--- src/rtl/fetch_pkg.sv ---
`default_nettype none
// ============================================================================
// Module      : fetch_pkg
// Description : Shared constants and types for the fetch sequencer: FSM
//               state encoding, default reset/exception addresses, the NOP
//               word and the output/skid entry layout.
// Revision    : 1.0 - initial release
// ============================================================================
package fetch_pkg;

    // Fetch FSM state encoding
    localparam logic [1:0] S_IDLE  = 2'd0;
    localparam logic [1:0] S_FETCH = 2'd1;
    localparam logic [1:0] S_DRAIN = 2'd2;
    localparam logic [1:0] S_FULL  = 2'd3;

    localparam logic [31:0] C_RESET_PC = 32'h0000_3000;
    localparam logic [31:0] C_EXC_PC   = 32'h0000_4180;
    localparam logic [31:0] C_NOP      = 32'h0000_0000;

    // One fetched instruction as held by the output register or the skid
    typedef struct packed {
        logic [31:0] instr;
        logic [31:0] pc;
        logic        adel;
    } fetch_entry_t;

    // A fetch target is misaligned when it is not word aligned
    function automatic logic is_misaligned(input logic [1:0] low_bits);
        return |low_bits;
    endfunction

endpackage
`default_nettype wire

--- src/rtl/fetch_skid.sv ---
`default_nettype none
// ============================================================================
// Module      : fetch_skid
// Description : One-entry skid buffer holding an instruction word, its pc
//               and its address-error flag. Load wins over unload/flush so
//               a flush and a new entry can land in the same cycle.
// Revision    : 1.0 - initial release
// ============================================================================
module fetch_skid
    import fetch_pkg::*;
(
    input  logic        clk,
    input  logic        rst,
    input  logic        i_load,
    input  logic        i_unload,
    input  logic        i_flush,
    input  logic [31:0] i_instr,
    input  logic [31:0] i_pc,
    input  logic        i_adel,
    output logic        o_valid,
    output logic [31:0] o_instr,
    output logic [31:0] o_pc,
    output logic        o_adel
);

    logic        r_valid;
    logic [31:0] r_instr;
    logic [31:0] r_pc;
    logic        r_adel;

    // Buffer occupancy and contents
    always_ff @(posedge clk or posedge rst) begin
        if (rst) begin
            r_valid <= 1'b0;
            r_instr <= C_NOP;
            r_pc    <= 32'h0;
            r_adel  <= 1'b0;
        end else if (i_load) begin
            r_valid <= 1'b1;
            r_instr <= i_instr;
            r_pc    <= i_pc;
            r_adel  <= i_adel;
        end else if (i_unload || i_flush) begin
            r_valid <= 1'b0;
        end
    end

    assign o_valid = r_valid;
    assign o_instr = r_instr;
    assign o_pc    = r_pc;
    assign o_adel  = r_adel;

    // A live entry must never be overwritten
    a_no_overflow: assert property (@(posedge clk) disable iff (rst)
        i_load |-> (!r_valid || i_unload || i_flush))
        else $error("fetch_skid: load into occupied skid");

endmodule
`default_nettype wire

--- src/rtl/fetch_seq.sv ---
`default_nettype none
// ============================================================================
// Module      : fetch_seq
// Description : Fetch sequencer. Owns the fetch pc, runs the req/ack
//               handshake to instruction memory, delivers one instruction
//               per cycle through an output register plus a one-entry skid,
//               and handles stall, branch redirect, exception entry and eret.
// Revision    : 1.0 - initial release
// ============================================================================
module fetch_seq
    import fetch_pkg::*;
#(
    parameter logic [31:0] RESET_PC = C_RESET_PC,
    parameter logic [31:0] EXC_PC   = C_EXC_PC
) (
    input  logic        clk,
    input  logic        reset,
    input  logic        stall,
    input  logic        redirect,
    input  logic [31:0] redirect_pc,
    input  logic        exc,
    input  logic        eret,
    input  logic [31:0] epc,
    output logic        imem_req,
    output logic [31:0] imem_addr,
    input  logic        imem_ack,
    input  logic [31:0] imem_rdata,
    output logic        valid,
    output logic [31:0] instr,
    output logic [31:0] pc,
    output logic        adel
);

    logic [1:0]   r_state,    w_state_nxt;
    logic [31:0]  r_fetch_pc, w_fetch_pc_nxt;
    logic         r_req,      w_req_nxt;
    logic [31:0]  r_addr,     w_addr_nxt;
    logic         r_halt,     w_halt_nxt;
    logic         r_valid,    w_valid_nxt;
    fetch_entry_t r_out,      w_out_nxt;

    logic         w_consume;
    logic         w_redir;
    logic [31:0]  w_target;
    logic         w_tgt_bad;
    logic         w_ack;
    logic         w_take_ack;
    logic         w_out_free;
    logic [31:0]  w_pc_inc;
    fetch_entry_t w_ack_entry;
    fetch_entry_t w_adel_entry;
    fetch_entry_t w_skid_q;
    fetch_entry_t w_skid_din;

    logic         w_skid_load;
    logic         w_skid_unload;
    logic         w_skid_flush;
    logic         w_skid_valid;
    logic [31:0]  w_skid_instr;
    logic [31:0]  w_skid_pc;
    logic         w_skid_adel;

    // After a misaligned target only an exception restarts fetching
    assign w_consume    = r_valid && !stall;
    assign w_redir      = (r_state != S_IDLE) && (exc || (!r_halt && (eret || redirect)));
    assign w_target     = exc ? EXC_PC : (eret ? epc : redirect_pc);
    assign w_tgt_bad    = is_misaligned(w_target[1:0]);
    assign w_ack        = r_req && imem_ack;
    assign w_take_ack   = w_ack && (r_state == S_FETCH) && !w_redir;
    assign w_out_free   = !r_valid || w_consume || (exc && w_redir);
    assign w_pc_inc     = r_fetch_pc + 32'd4;
    assign w_ack_entry  = '{instr: imem_rdata, pc: r_addr, adel: 1'b0};
    assign w_adel_entry = '{instr: C_NOP, pc: w_target, adel: 1'b1};
    assign w_skid_q     = '{instr: w_skid_instr, pc: w_skid_pc, adel: w_skid_adel};

    // Output register / skid routing: skid drains first, then fresh ack data
    always_comb begin
        w_valid_nxt   = r_valid;
        w_out_nxt     = r_out;
        w_skid_load   = 1'b0;
        w_skid_unload = 1'b0;
        w_skid_flush  = 1'b0;
        w_skid_din    = w_ack_entry;
        if (w_redir) begin
            w_skid_flush = 1'b1;
            if (w_tgt_bad) begin
                if (w_out_free) begin
                    w_valid_nxt = 1'b1;
                    w_out_nxt   = w_adel_entry;
                end else begin
                    w_skid_load = 1'b1;
                    w_skid_din  = w_adel_entry;
                end
            end else if (w_out_free) begin
                w_valid_nxt = 1'b0;
            end
        end else if (w_out_free) begin
            if (w_skid_valid) begin
                w_valid_nxt   = 1'b1;
                w_out_nxt     = w_skid_q;
                w_skid_unload = 1'b1;
            end else if (w_take_ack) begin
                w_valid_nxt = 1'b1;
                w_out_nxt   = w_ack_entry;
            end else begin
                w_valid_nxt = 1'b0;
            end
        end else if (w_take_ack) begin
            w_skid_load = 1'b1;
        end
    end

    // Fetch FSM and request generation; req/addr only change after an ack
    always_comb begin
        w_state_nxt    = r_state;
        w_fetch_pc_nxt = r_fetch_pc;
        w_req_nxt      = r_req;
        w_addr_nxt     = r_addr;
        w_halt_nxt     = r_halt;
        if (r_state == S_IDLE) begin
            w_state_nxt = S_FETCH;
            w_req_nxt   = 1'b1;
            w_addr_nxt  = r_fetch_pc;
        end else if (w_redir) begin
            w_fetch_pc_nxt = w_target;
            w_halt_nxt     = w_tgt_bad;
            if (r_req && !imem_ack) begin
                w_state_nxt = S_DRAIN;
            end else begin
                w_state_nxt = S_FETCH;
                w_req_nxt   = !w_tgt_bad;
                w_addr_nxt  = w_target;
            end
        end else begin
            case (r_state)
                S_FETCH: begin
                    if (w_take_ack) begin
                        w_fetch_pc_nxt = w_pc_inc;
                        w_addr_nxt     = w_pc_inc;
                        if (w_out_free) begin
                            w_req_nxt = 1'b1;
                        end else begin
                            w_state_nxt = S_FULL;
                            w_req_nxt   = 1'b0;
                        end
                    end
                end
                S_DRAIN: begin
                    if (imem_ack) begin
                        w_state_nxt = S_FETCH;
                        w_req_nxt   = !r_halt;
                        w_addr_nxt  = r_fetch_pc;
                    end
                end
                S_FULL: begin
                    if (w_consume) begin
                        w_state_nxt = S_FETCH;
                        w_req_nxt   = 1'b1;
                        w_addr_nxt  = r_fetch_pc;
                    end
                end
                default: w_state_nxt = S_IDLE;
            endcase
        end
    end

    // State, request and output registers
    always_ff @(posedge clk or posedge reset) begin
        if (reset) begin
            r_state    <= S_IDLE;
            r_fetch_pc <= RESET_PC;
            r_req      <= 1'b0;
            r_addr     <= RESET_PC;
            r_halt     <= 1'b0;
            r_valid    <= 1'b0;
            r_out      <= '{instr: C_NOP, pc: RESET_PC, adel: 1'b0};
        end else begin
            r_state    <= w_state_nxt;
            r_fetch_pc <= w_fetch_pc_nxt;
            r_req      <= w_req_nxt;
            r_addr     <= w_addr_nxt;
            r_halt     <= w_halt_nxt;
            r_valid    <= w_valid_nxt;
            r_out      <= w_out_nxt;
        end
    end

    fetch_skid u_skid (
        .clk      (clk),
        .rst      (reset),
        .i_load   (w_skid_load),
        .i_unload (w_skid_unload),
        .i_flush  (w_skid_flush),
        .i_instr  (w_skid_din.instr),
        .i_pc     (w_skid_din.pc),
        .i_adel   (w_skid_din.adel),
        .o_valid  (w_skid_valid),
        .o_instr  (w_skid_instr),
        .o_pc     (w_skid_pc),
        .o_adel   (w_skid_adel)
    );

    assign imem_req  = r_req;
    assign imem_addr = r_addr;
    assign valid     = r_valid;
    assign instr     = r_out.instr;
    assign pc        = r_out.pc;
    assign adel      = r_out.adel;

    // ID may only branch or return while it holds a live instruction
    a_redir_needs_valid: assert property (@(posedge clk) disable iff (reset)
        (redirect || eret) |-> r_valid)
        else $error("fetch_seq: redirect/eret without valid instruction");

    // An unacknowledged request keeps req and addr stable
    a_req_stable: assert property (@(posedge clk) disable iff (reset)
        (r_req && !imem_ack) |=> (r_req && $stable(r_addr)))
        else $error("fetch_seq: request changed before ack");

endmodule
`default_nettype wire
--- config.mk ---
export PLATFORM = sky130hd
export DESIGN_NAME = fetch_seq
export DESIGN_NICKNAME = d
export VERILOG_FILES = /design/src/rtl/fetch_pkg.sv /design/src/rtl/fetch_skid.sv /design/src/rtl/fetch_seq.sv
export SDC_FILE = /design/constraint.sdc
export NUM_CORES = 1
export LEC_CHECK = 0
export ABC_AREA = 1
export BUFFER_PORTS_ARGS = -buffer_cell sky130_fd_sc_hd__buf_2
export CAP_MARGIN = 20
export CORE_AREA = 2 2 144 146
export CTS_BUF_LIST = sky130_fd_sc_hd__clkbuf_8
export DETAILED_ROUTE_END_ITERATION = 10
export DIE_AREA = 0 0 146 148
export MAX_ROUTING_LAYER = met4
export PLACE_DENSITY = 0.87
export SLEW_MARGIN = 10
export SYNTH_ARGS = -nofsm -noshare
export SYNTH_HDL_FRONTEND = slang
export SYNTH_HIERARCHICAL = 1
export SYNTH_SLANG_ARGS = --single-unit
--- constraint.sdc ---
create_clock -name clk -period 4.5 [get_ports clk]
set_input_delay 0.225 -clock clk [delete_from_list [all_inputs] [get_ports clk]]
set_output_delay 0.225 -clock clk [all_outputs]
set_load 0.1 [all_outputs]
==> results of run 1 <==
==> worst register-to-register path: stages (launching register included) <==
cell and delay [ps]:
dfrtp_1 670, nor2_4 680, nor2_4 260, nand2_1 190
o21ai_2 120, nor2_4 760, inv_2 190, buf_12 280
nand2_1 120, nand2_1 60
==> final cells by class <==
cell class | count | area, µm² | area share
clock buffer | 18 | 248 | 0.0190
sequential | 200 | 5010 | 0.385
multi-input combinational | 1346 | 5660 | 0.435
timing repair buffer | 220 | 1180 | 0.0903
tap | 270 | 338 | 0.0259
inverter | 110 | 425 | 0.0327
clock inverter | 14 | 165 | 0.0127
==> state kept, by name, summed over array words and instances (netlist names) <==
signal / cells
instr: 32
pc: 32
adel: 1
u_skid/o_pc: 32
u_skid/o_adel: 1
r_fetch_pc: 32
r_state: 2
imem_req: 1
valid: 1
u_skid/o_instr: 32
r_halt: 1
u_skid/o_valid: 1
imem_addr: 32
==> per-layer routing <==
layer / routed length (µm) / global-route usage / vias up
li1: - / - / 5750
met1: 14800 / 0.458 / 5484
met2: 15800 / 0.524 / 610
met3: 3420 / 0.0522 / 79
met4: 1000 / 0.112 / 0
met5: 0 / - / -
==> per-stage QoR <==
stage / hold WS [ps] / worst slack [ps] / cell area [µm²] / std cells / utilization
4_1_cts: 38.2 / 1150 / 13000 / 2178 / 0.650
3_5_place_dp: 443 / 1170 / 12600 / 2145 / 0.629
3_3_place_gp: 434 / 1320 / 12600 / 2145 / 0.629
2_1_floorplan: 437 / 702 / 11600 / 1749 / -
5_1_grt: 57.4 / 861 / 13000 / 2178 / 0.650
6_report: 51.4 / 1050 / 13000 / 2178 / 0.650
==> worst paths after layout <==
path                                        start                             end  slack (ps)  cells past startpoint
min reg2reg                    pc[12]$_DFFE_PP1P_              pc[12]$_DFFE_PP1P_         470                      2
max                        r_state[1]$_DFFE_PP0P_               pc[6]$_DFFE_PP0P_        1050                      9
min                                imem_rdata[22]  u_skid/o_instr[22]$_DFFE_PP0P_          50                      5
min in group asynchronous                   reset  u_skid/o_instr[17]$_DFFE_PP0P_         460                      3
max in group asynchronous                   reset      r_fetch_pc[20]$_DFFE_PP0P_        3000                      4
max reg2reg                r_state[1]$_DFFE_PP0P_               pc[6]$_DFFE_PP0P_        1050                      9
==> what timing repair did <==
item / CTS / global route
hold endpoints to repair: 37 / 0
hold buffers: 1 / 0
setup buffers: 0 / 0
==> cell families after synthesis <==
| family | share of synthesized area |
|---|---|
| multiplexers | 0.00258 |
| AND/OR/NAND/NOR | 0.369 |
| XOR/XNOR | 0.00150 |
| buffers and inverters | 0.0854 |
| adder cells (fa/ha/maj) | 0.00107 |
| flip-flops | 0.430 |
| AO/OA/AOI/OAI | 0.110 |
==> cell usage in the layout, fill, tap and decap left out, types with 2 or more instances in the layout <==
master	instances
nand2_1	763
nor2_1	237
buf_2	201
dfrtp_1	193
o21ai_0	137
inv_1	96
a21oi_1	73
nand3_1	67
clkbuf_8	18
buf_4	16
a31oi_1	10
inv_2	10
or2_2	8
o22ai_1	6
nand4_1	6
o21ai_1	6
dfstp_2	6
nor2_2	5
nor2_4	5
o211ai_1	4
clkinv_4	4
nand2_2	3
inv_6	3
mux2i_1	3
inv_8	3
clkinv_1	3
clkinv_8	3
xor2_1	2
nand3_2	2
buf_12	2
==> run metrics, run 1 <==
Vias=11923; Seq/Total Area, Yosys=0.430; via/cell ratio=between 5 and 6; Layout area overhead=11.8%; Post-synth EDFFs=0; Die Footprint=21600 µm²; crit path DAT=about 3800 ps; initial antenna violation count=0; Crit-path slowest cell=nor2_4; commonest cells in the netlist=nand2_1, nor2_1, dfrtp_1; fin nets=1999; CTS resizes=0; first-iteration detailed-routing DRC count=1319; family with the most delay on the worst path=simple AND/OR/NAND/NOR gates; maximum clock rate=between 0.2 and 0.3 GHz; Antenna Nets Post-Route=0; # Max-Cap Violations=0; Netlist Area Pre-Place=about 12000 µm²; CTS H-tree lvls=4; Worst Path Buf+Inv=2; drt drc=0; unrepaired setup endpoints after global routing=no; row cnt=52; worst min path class=in2reg; min cycle time layout=between 3000 and 4000 ps; GR Util All Layers=0.337; Initial Util=0.581; grt total ovfl=0; ranking of synthesized cells by area=dfrtp_1, nand2_1, nor2_1; Critical Path Start Type=flop; fillers=1869; ys async rst share=1.00; Yosys cell types=37; First-pass DRT Iterations=7; Synth Area per Inst=6.66 µm²; final setup vio count=0; ant diodes=0; Max FO, Critical Path=60; clk_skew=13.5 ps; Die W=146 µm; Post-Syn Nets=1853; clk buf depth=2; Max stage delay on crit path=~760 ps; most frequent cell after synthesis=nand2_1; CTS sink cnt=200; # IOs=202; layout cell share with drive strength beyond 1=0.155; GP Congestion=approximately 0.96; crit path capture type=flop; setup tns final=0 ps; Tcrit/Tclk final=0.767; Final Hold Vio Count=0; CORE AREA=20000 µm²; Die Y=148 µm; cts bufs inserted=17; Synth Flop Type=dfrtp_1; crit path kind=reg2reg; CTS tree=done; Synthesis Warnings=6; vias in the first global route=11155; worst-path cell chain=nor2_4, nor2_4, nand2_1, o21ai_2, nor2_4, inv_2, buf_12, nand2_1, nand2_1; synthesized flop and latch total=200; post-synth top area share=0.417; Clk pin slew, worst setup/hold paths=120 ps; Skew-Pair Late Insertion Delay=490 ps; WP data required=a little under 5000 ps; Root Driver=clkbuf_8; Post-Route WL=35000 µm; largest net degree at the start of global routing=105; slew margin rel.=0.341; Slew Limit Fails=0; final HPWL from detailed placement=24000 µm; status=complete, no violations; global-route wire length before repair=about 57000 µm; worst slew pin tran=roughly 1000 ps; Syn Inst Count=1749; Synth area leader=dfrtp_1; Port Buffers=between 200 and 250; WL/cell=16.1 µm
Power of run 1 is left out: the tool's default activity adds up to more than one toggle a clock period on the data nets, which glitch-free logic cannot reach.
==> run 2: changes to the inputs <==
==> constraint.sdc (replaced) <==
create_clock -name clk -period 3.5 [get_ports clk]
set_input_delay 0.175 -clock clk [delete_from_list [all_inputs] [get_ports clk]]
set_output_delay 0.175 -clock clk [all_outputs]
set_load 0.1 [all_outputs]
==> run metrics, run 2 (synthesis results as in run 1) <==
status=complete, no violations; largest net degree at the start of global routing=66 (-37%); crit path kind=reg2reg; Clk pin slew, worst setup/hold paths=110 ps (about the same); commonest non-fill, non-tap cells in the layout=nand2_1, nor2_1, buf_2; Top Metal Used=met4; First-pass DRT Iterations=6 (-1); unrepaired setup endpoints after global routing=no; Die W=146 µm (unchanged); Tcrit/Tclk final=0.797 (+0.0295); CTS sink cnt=200 (unchanged); cts bufs inserted=17 (unchanged); Initial Util=0.581 (unchanged); ant diodes=0 (unchanged); via/cell ratio=5.49 (+0.30%); worst slew pin tran=775 ps (-213 ps); CORE AREA=20000 µm² (unchanged); WP data required=3890 ps (-990 ps); crit path capture type=flop; final HPWL from detailed placement=24100 µm (+0.55%); drt drc=0 (unchanged); Max FO, Critical Path=49 (-18%); Die Footprint=21600 µm² (unchanged); DR WL met3=3250 µm (-4.9%); Die Y=148 µm (unchanged); fillers=1868 (-0.054%); Antenna Nets Post-Route=0 (unchanged); final setup vio count=0 (unchanged); clk buf depth=2 (unchanged); crit path DAT=3180 ps (-650 ps); initial antenna violation count=0 (unchanged); final design utilization=0.655 (+0.00475); fin nets=2012 (+0.65%); Vias=12030 (+0.90%); Post-Route WL=34300 µm (-2.0%); GP Congestion=1.01 (+5.5%); layout cell share with drive strength beyond 1=0.160 (+0.00520); GR Util All Layers=0.332 (-0.00509); commonest non-fill, non-tap cell in the layout=nand2_1; met2 WL post-DR=15400 µm (-2.4%); CTS tree=done; Layout area overhead=12.7%; Root Driver=clkbuf_8; slew margin rel.=0.483 (+0.141); grt total ovfl=0 (unchanged); # IOs=202 (unchanged); Final WS setup=711 ps (-336 ps); first-iteration detailed-routing DRC count=1162 (-12%); setup tns final=0 ps (unchanged); Critical Path Start Type=flop; maximum clock rate=0.359 GHz (+24%); Multi-input gate area=5660 µm² (unchanged); Place WS=797 ps (-374 ps); vias in the first global route=11171 (+0.14%); WL/cell=15.7 µm (-2.6%); Final Hold Vio Count=0 (unchanged); Slew Limit Fails=0 (unchanged); CTS H-tree lvls=4 (unchanged); row cnt=52 (unchanged); Port Buffers=201 (unchanged); WL met1=14200 µm (-3.7%); worst min path class=in2reg; Sequential Area=5010 µm² (unchanged); min cycle time layout=2790 ps (-664 ps); global-route wire length before repair=56000 µm (-1.2%); clk_skew=13.7 ps (+0.229 ps); Skew-Pair Late Insertion Delay=490 ps (about the same); # Max-Cap Violations=0 (unchanged)
-- run 2: layer usage --
layer / vias up / global-route usage
met4: 0 / 0.139
met5: - / -
met1: 5524 / 0.441
met3: 110 / 0.0509
li1: 5778 / -
met2: 618 / 0.513
-- run 2: final cells by class --
cell class,instances,share of cell area
well taps,270,0.0257
inverters,110,0.0323
clock buffers,17,0.0178
multi-input cells,1346,0.431
clock inverters,15,0.0124
flip-flops and latches,200,0.382
repair buffers,233,0.0982
-- run 2: worst max-delay path, stage by stage, from the launching register on --
cell	delay, ps
dfrtp_1	420
buf_4	230
nor2_4	230
inv_2	90
nor2_2	120
inv_2	90
nand2_2	90
buf_4	470
clkinv_1	590
a22oi_1	350
-- run 2: through the flow --
| stage | instances | hold slack (ps) | area [µm²] |
|---|---|---|---|
| global route | 2191 | 17.1 | 13100 |
| detailed placement | 2156 | 286 | 12700 |
| floorplan | 1749 | 390 | 11600 |
| global placement | 2156 | 275 | 12700 |
| CTS | 2190 | 0.0336 | 13100 |
| finish | 2191 | 16.3 | 13100 |
-- run 2: worst paths after layout --
| path | from | to | slack, ps | cells past startpoint |
|---|---|---|---|---|
| max | r_state[1]$_DFFE_PP0P_ | r_fetch_pc[4]$_DFFE_PP0P_ | 710 | 9 |
| min | imem_rdata[1] | u_skid/o_instr[1]$_DFFE_PP0P_ | 20 | 5 |
| max reg2reg | r_state[1]$_DFFE_PP0P_ | r_fetch_pc[4]$_DFFE_PP0P_ | 710 | 9 |
| min reg2reg | pc[12]$_DFFE_PP1P_ | pc[12]$_DFFE_PP1P_ | 470 | 2 |
| max in group asynchronous | reset | u_skid/o_pc[20]$_DFFE_PP0P_ | 2160 | 4 |
| min in group asynchronous | reset | instr[20]$_DFFE_PP0P_ | 170 | 3 |
-- run 2: what timing repair did --
item,in CTS,in global routing
hold buffers,2,0
setup buffers,0,0
endpoints found under the hold margin,58,0
gates resized for setup,0,0
Power of run 2 is left out for the same reason.
